<file path="src/rtl/vga_timing_pkg.sv">
// Shared VGA scan timing: default 640x480@60 constants, derived totals and
// sync window bounds, the controller state encoding, and a range helper.
package vga_timing_pkg;

  // Horizontal timing, in pixels
  localparam int VGA_H_ACTIVE = 640;
  localparam int VGA_H_FP     = 16;
  localparam int VGA_H_SYNC   = 96;
  localparam int VGA_H_BP     = 48;
  localparam int VGA_H_TOTAL  = VGA_H_ACTIVE + VGA_H_FP + VGA_H_SYNC + VGA_H_BP;
  localparam int VGA_HS_START = VGA_H_ACTIVE + VGA_H_FP;
  localparam int VGA_HS_END   = VGA_HS_START + VGA_H_SYNC - 1;

  // Vertical timing, in lines
  localparam int VGA_V_ACTIVE = 480;
  localparam int VGA_V_FP     = 10;
  localparam int VGA_V_SYNC   = 2;
  localparam int VGA_V_BP     = 33;
  localparam int VGA_V_TOTAL  = VGA_V_ACTIVE + VGA_V_FP + VGA_V_SYNC + VGA_V_BP;
  localparam int VGA_VS_START = VGA_V_ACTIVE + VGA_V_FP;
  localparam int VGA_VS_END   = VGA_VS_START + VGA_V_SYNC - 1;

  // System clocks per pixel tick (must be >= 1)
  localparam int VGA_PIX_DIV  = 4;

  // Scan controller states
  typedef enum logic {
    IDLE = 1'b0,
    RUN  = 1'b1
  } state_t;

  // Inclusive range test on a 10-bit counter value
  function automatic logic in_range(input logic [9:0] x,
                                    input logic [9:0] lo,
                                    input logic [9:0] hi);
    return (x >= lo) && (x <= hi);
  endfunction

endpackage

</file>
<file path="src/rtl/vga_pix_div.sv">
// Pixel clock-enable generator: div counts 0..PIX_DIV-1 while run is high,
// is held at 0 otherwise, and tick marks the last count of each pixel.
module vga_pix_div
  import vga_timing_pkg::*;
#(
  parameter int PIX_DIV = VGA_PIX_DIV
) (
  input  logic clk,
  input  logic rst,
  input  logic run,
  output logic tick
);

  localparam int DW = (PIX_DIV > 1) ? $clog2(PIX_DIV) : 1;
  localparam logic [DW-1:0] DIV_LAST = DW'(PIX_DIV - 1);

  logic [DW-1:0] div;

  // Divider counter: cleared by reset or when not scanning, wraps at DIV_LAST
  always_ff @(posedge clk) begin
    if (rst || !run) begin
      div <= '0;
    end else if (div == DIV_LAST) begin
      div <= '0;
    end else begin
      div <= div + DW'(1);
    end
  end

  assign tick = run && (div == DIV_LAST);

endmodule

</file>
<file path="src/rtl/vga_sync_ctrl.sv">
// VGA scan timing controller: IDLE/RUN FSM, h/v pixel counters, registered
// sync/video decode and line/frame strobes.
// Build option: define VGA_PIX_DIV_EN to advance pixels every VGA_PIX_DIV
// clocks via vga_pix_div; otherwise every RUN cycle is a pixel tick.
// The busy output is the FSM state (high in RUN).
// H/V totals must not exceed 1024 so the 10-bit counters never overflow.
module vga_sync_ctrl
  import vga_timing_pkg::*;
#(
  parameter int H_ACTIVE = VGA_H_ACTIVE,
  parameter int H_FP     = VGA_H_FP,
  parameter int H_SYNC   = VGA_H_SYNC,
  parameter int H_BP     = VGA_H_BP,
  parameter int V_ACTIVE = VGA_V_ACTIVE,
  parameter int V_FP     = VGA_V_FP,
  parameter int V_SYNC   = VGA_V_SYNC,
  parameter int V_BP     = VGA_V_BP
) (
  input  logic       clk,
  input  logic       rst,
  input  logic       en,
  output logic       busy,
  output logic [9:0] h_count,
  output logic [9:0] v_count,
  output logic       hsync,
  output logic       vsync,
  output logic       video_on,
  output logic       line_end,
  output logic       frame_start
);

  localparam int H_TOTAL = H_ACTIVE + H_FP + H_SYNC + H_BP;
  localparam int V_TOTAL = V_ACTIVE + V_FP + V_SYNC + V_BP;

  localparam logic [9:0] H_LAST   = 10'(H_TOTAL - 1);
  localparam logic [9:0] V_LAST   = 10'(V_TOTAL - 1);
  localparam logic [9:0] H_ACT    = 10'(H_ACTIVE);
  localparam logic [9:0] V_ACT    = 10'(V_ACTIVE);
  localparam logic [9:0] HS_START = 10'(H_ACTIVE + H_FP);
  localparam logic [9:0] HS_END   = 10'(H_ACTIVE + H_FP + H_SYNC - 1);
  localparam logic [9:0] VS_START = 10'(V_ACTIVE + V_FP);
  localparam logic [9:0] VS_END   = 10'(V_ACTIVE + V_FP + V_SYNC - 1);

  state_t     state, state_n;
  logic       en_q;
  logic       tick;
  logic [9:0] h_n, v_n;
  logic       hsync_n, vsync_n, video_on_n, line_end_n, frame_start_n;

`ifdef VGA_PIX_DIV_EN
  vga_pix_div #(
    .PIX_DIV (VGA_PIX_DIV)
  ) u_pix_div (
    .clk  (clk),
    .rst  (rst),
    .run  (state == RUN),
    .tick (tick)
  );
`else
  assign tick = (state == RUN);
`endif

  assign busy = (state == RUN);

  // Next state, next counters and strobes; a running frame only stops on its
  // final tick, and only when en is low at that edge
  always_comb begin
    state_n       = state;
    h_n           = h_count;
    v_n           = v_count;
    line_end_n    = 1'b0;
    frame_start_n = 1'b0;
    case (state)
      IDLE: begin
        h_n = '0;
        v_n = '0;
        if (en_q) begin
          state_n       = RUN;
          frame_start_n = 1'b1;
        end
      end
      RUN: begin
        if (tick) begin
          if (h_count == H_LAST) begin
            h_n = '0;
            if (v_count == V_LAST) begin
              v_n = '0;
              if (en) begin
                line_end_n    = 1'b1;
                frame_start_n = 1'b1;
              end else begin
                state_n = IDLE;
              end
            end else begin
              v_n        = v_count + 10'd1;
              line_end_n = 1'b1;
            end
          end else begin
            h_n = h_count + 10'd1;
          end
        end
      end
      default: state_n = IDLE;
    endcase
  end

  // Sync and video decode from the next counter values so they line up with
  // the counters registered on the same edge
  always_comb begin
    hsync_n    = !in_range(h_n, HS_START, HS_END);
    vsync_n    = !in_range(v_n, VS_START, VS_END);
    video_on_n = (state_n == RUN) && (h_n < H_ACT) && (v_n < V_ACT);
  end

  // State, counter and output registers with synchronous reset
  always_ff @(posedge clk) begin
    if (rst) begin
      state       <= IDLE;
      en_q        <= 1'b0;
      h_count     <= '0;
      v_count     <= '0;
      hsync       <= 1'b1;
      vsync       <= 1'b1;
      video_on    <= 1'b0;
      line_end    <= 1'b0;
      frame_start <= 1'b0;
    end else begin
      state       <= state_n;
      en_q        <= en;
      h_count     <= h_n;
      v_count     <= v_n;
      hsync       <= hsync_n;
      vsync       <= vsync_n;
      video_on    <= video_on_n;
      line_end    <= line_end_n;
      frame_start <= frame_start_n;
    end
  end

endmodule

</file>
<file path="config.mk">
export PLATFORM = sky130hd
export DESIGN_NAME = vga_sync_ctrl
export DESIGN_NICKNAME = d
export VERILOG_FILES = /design/src/rtl/vga_timing_pkg.sv /design/src/rtl/vga_pix_div.sv /design/src/rtl/vga_sync_ctrl.sv
export SDC_FILE = /design/constraint.sdc
export NUM_CORES = 1
export LEC_CHECK = 0
export CAP_MARGIN = 20
export CORE_MARGIN = 1.5
export CORE_UTILIZATION = 50
export CTS_BUF_LIST = sky130_fd_sc_hd__clkbuf_8
export DETAILED_ROUTE_END_ITERATION = 7
export PLACE_DENSITY = 0.81
export RECOVER_POWER = 100
export SLEW_MARGIN = 10
export SYNTH_ARGS = -nofsm -noshare
export SYNTH_HDL_FRONTEND = slang
export SYNTH_HIERARCHICAL = 1
export SYNTH_SLANG_ARGS = --single-unit
</file>
<file path="constraint.sdc">
create_clock -name clk -period 2.4 [get_ports clk]
set_input_delay 0.48 -clock clk [delete_from_list [all_inputs] [get_ports clk]]
set_output_delay 0.48 -clock clk [all_outputs]
set_load 0.01 [all_outputs]
</file>
==> flow_summary_export.csv <==
group,metric,value,unit
power,p_sw,0.161,mW
worst_setup_path,worstSetupStartpointType,"flip-flop",
yosys,synth_area_per_cell,8.43,µm²
floorplan,io_pins,29,
worst_hold_path,whs_endpoint,"h_count[0]",
worst_setup_path,worstPathArrival,2350,ps
cells_and_area,layout-drive-gt1-share,0.0591,
floorplan,fp.dieArea,0.00298,mm²
placement,dp_hpwl,2340,µm
timing,finalCriticalPeriod,2170,ps
clock_network,cts_buffers,3,
power,p_leak,0.613,nW
placement,dpl_cell_area,0.00164,mm²
worst_hold_path,hp-class,"flip-flop to flip-flop",
cells_and_area,nets,193,
global_route,grt-ovfl-total,0,
yosys,synth_top_area_share,0.406,
clock_network,cts_buffer_depth,2,
worst_setup_path,crit_required,2570,ps
power,finalPower,0.741,mW
worst_setup_path,worst-setup-path-type,"flip-flop to flip-flop",
yosys,syn_inst,158,
cells_and_area,antenna_cells,0,
clock_network,cts_resized,0,
timing,maxSlewViolCount,0,
power,power.density,442,mW/mm²
yosys,yosysWarnings,6,
cells_and_area,fin_area,0.00168,mm²
global_route,grt_pass1_wl,5130,µm
cells_and_area,area_growth,25.9,%
clock_network,clkTransAtPathRegs,90,ps
timing,finalCritPeriodShare,0.905,
routing,num_vias,1281,
clock_network,clk_latency,270,ps
placement,numPortBuffers,28,
floorplan,core-area,0.00250,mm²
timing,rsz0062_at_grt,"false",
power,intPower,0.580,mW
cells_and_area,fillers,217,
clock_network,post_cts_buffers,0,
worst_setup_path,rr_startpoint,"h_count[0]",
global_route,grt_pass1_vias,1153,
worst_hold_path,hold_depth,1,
timing,fmax,460,MHz
clock_network,cts_tree,"yes",
timing,finalClockSkew,3.58,ps
yosys,synth-async-reset-ratio,0,
floorplan,rows,18,
routing,wl_per_cell,14.3,µm
yosys,synth_area_leader_cell,"dfxtp_1",
worst_setup_path,r2r_end,"video_on",
worst_setup_path,r2r_slack,230,ps
run_status,status,"complete, no violations",
placement,gp_congestion,0.832,
job,cap_violations,0,
routing,vias_per_cell,5.93,
routing,drtAntennaViolNets,0,
power,p_clk_frac,0.346,
yosys,ys_ff_latch,27,
worst_setup_path,cp_max_fo,16,
timing,worst_pin_slew,398,ps
clock_network,cts.sinks,27,
timing,hold_violations,0,
worst_hold_path,hold_start,"h_count[0]",
routing,first_pass_iters,4,
global_route,grt_max_degree,17,
worst_setup_path,end_kind,"flip-flop",
power,seq_power_share,0.618,
timing,setup_tns,0,ps
power,ir_drop,0.383,mV
power,p_sw_frac,0.217,
routing,routed_wl,3080,µm
routing,drt_iter0_markers,38,
global_route,antenna_found_initial,0,
power,combPwrFrac,0.036,
routing,drt_drc_violations_left,0,
timing,max_slew_margin,0.735,
worst_setup_path,r2r_cells,7,
timing,hold_slack,486,ps
floorplan,initial_core_util,0.533,
yosys,synth_edf_count,0,
clock_network,hold_buffers,0,
clock_network,cts-root-buf,"clkbuf_8",
yosys,synth_ff_type,"dfxtp_1",
yosys,yosysSeqAreaShare,0.406,
yosys,synth_area_leaders,"dfxtp_1 41%, nor2_1 8.5%, xnor2_1 5.3%",
yosys,synth_cell_types,40,
global_route,grt_usage,0.243,
clock_network,cts_max_level,1,
timing,setup_violations,0,
floorplan,fp.dieW,54.6,µm
yosys,synth_nets,164,
yosys,synth_area,0.00133,mm²
floorplan,die_h,54.6,µm
[critical path, stage by stage (launching register included)]
cell and delay [ps]:
dfxtp_1 390, ha_1 250, and4_4 270, nand4_4 230, nor4_2 310, xnor2_1 200, nor4b_2 100, nor4b_1 310
[power by group through the flow]
stage	Clock (mW)	Sequential, mW	Combinational, mW
global placement	0	0.468	0.0287
finish	0.256	0.458	0.0267
global route	0.271	0.459	0.0296
floorplan	0	0.467	0.0139
CTS	0.257	0.458	0.0292
detailed placement	0	0.468	0.0290
[sequential cells by signal, indices dropped and copies added (netlist names)]
name and flops:
busy 1, en_q 1, frame_start 1, h_count 10
hsync 1, line_end 1, v_count 10, video_on 1
vsync 1
[worst max-delay path by stage]
| stage | from | endpoint | slack, ps | cells past startpoint |
|---|---|---|---|---|
| after detailed placement | h_count[0] | video_on | 250 | 7 |
| after floorplan | h_count[0] | vsync | 470 | 8 |
| final | h_count[0] | video_on | 230 | 7 |
| after global placement | h_count[0] | vsync | 340 | 7 |
| after global routing | h_count[0] | video_on | 40 | 7 |
| after CTS | h_count[0] | video_on | 210 | 7 |
[final cells by class]
class                      instances  area, µm²  share of cell area
tap                               30       37.5              0.0224
multi-input combinational        120        747               0.446
timing repair buffer              30        288               0.172
inverter                           5       18.8              0.0112
clock buffer                       3       41.3              0.0246
clock inverter                     1       3.75             0.00224
sequential                        27        541               0.322
[kinds of logic (layout without fill, tap and decap cells)]
kind of cell             count (synthesis)  in the layout  synth area share
AO/OA/AOI/OAI                           20             20            0.0987
XOR/XNOR                                14             14            0.0921
adder cells (fa/ha/maj)                  3              3            0.0282
buffers and inverters                   11             39            0.0329
flip-flops                              27             27             0.406
multiplexers                             1              1           0.00846
AND/OR/NAND/NOR                         82             82             0.334
[Yosys cell counts, types with 2 or more instances]
cell type / number
inv_1: 5
o21ai_0: 3
nor4_1: 3
buf_2: 2
ha_1: 3
nand2_1: 12
nor2_1: 30
and3_1: 2
or3_1: 2
a21oi_1: 5
nand4_1: 4
clkbuf_1: 4
nor3_1: 4
nand2b_1: 2
xor2_1: 6
dfxtp_1: 27
nor3_2: 2
o21a_1: 2
a211oi_1: 2
xnor2_1: 8
nand3_1: 11
[cell usage in the layout (no fill, tap or decap), types with 3 or more instances in the layout]
cell / netlist / final
a21oi_1: 5 / 5
clkbuf_8: 0 / 3
dfxtp_1: 27 / 27
dlygate4sd3_1: 0 / 27
ha_1: 3 / 3
inv_1: 5 / 6
nand2_1: 12 / 12
nand3_1: 11 / 11
nand4_1: 4 / 4
nor2_1: 30 / 30
nor3_1: 4 / 4
nor4_1: 3 / 3
o21ai_0: 3 / 3
xnor2_1: 8 / 8
xor2_1: 6 / 6
[metal layers]
| metal | track usage | routed length (µm) |
|---|---|---|
| met1 | 0.320 | 1290 |
| met2 | 0.391 | 1520 |
| met3 | 0.0301 | 184 |
| met4 | 0.117 | 88 |
| met5 | 0 | 0 |
[stage by stage]
step            util  cells  setup slack [ps]
2_1_floorplan      -    158               471
3_3_place_gp   0.656    212               338
3_5_place_dp   0.656    212               255
4_1_cts        0.674    216               207
5_1_grt        0.671    216              42.7
6_report       0.671    216               228
(Power assumes the default switching activity.)
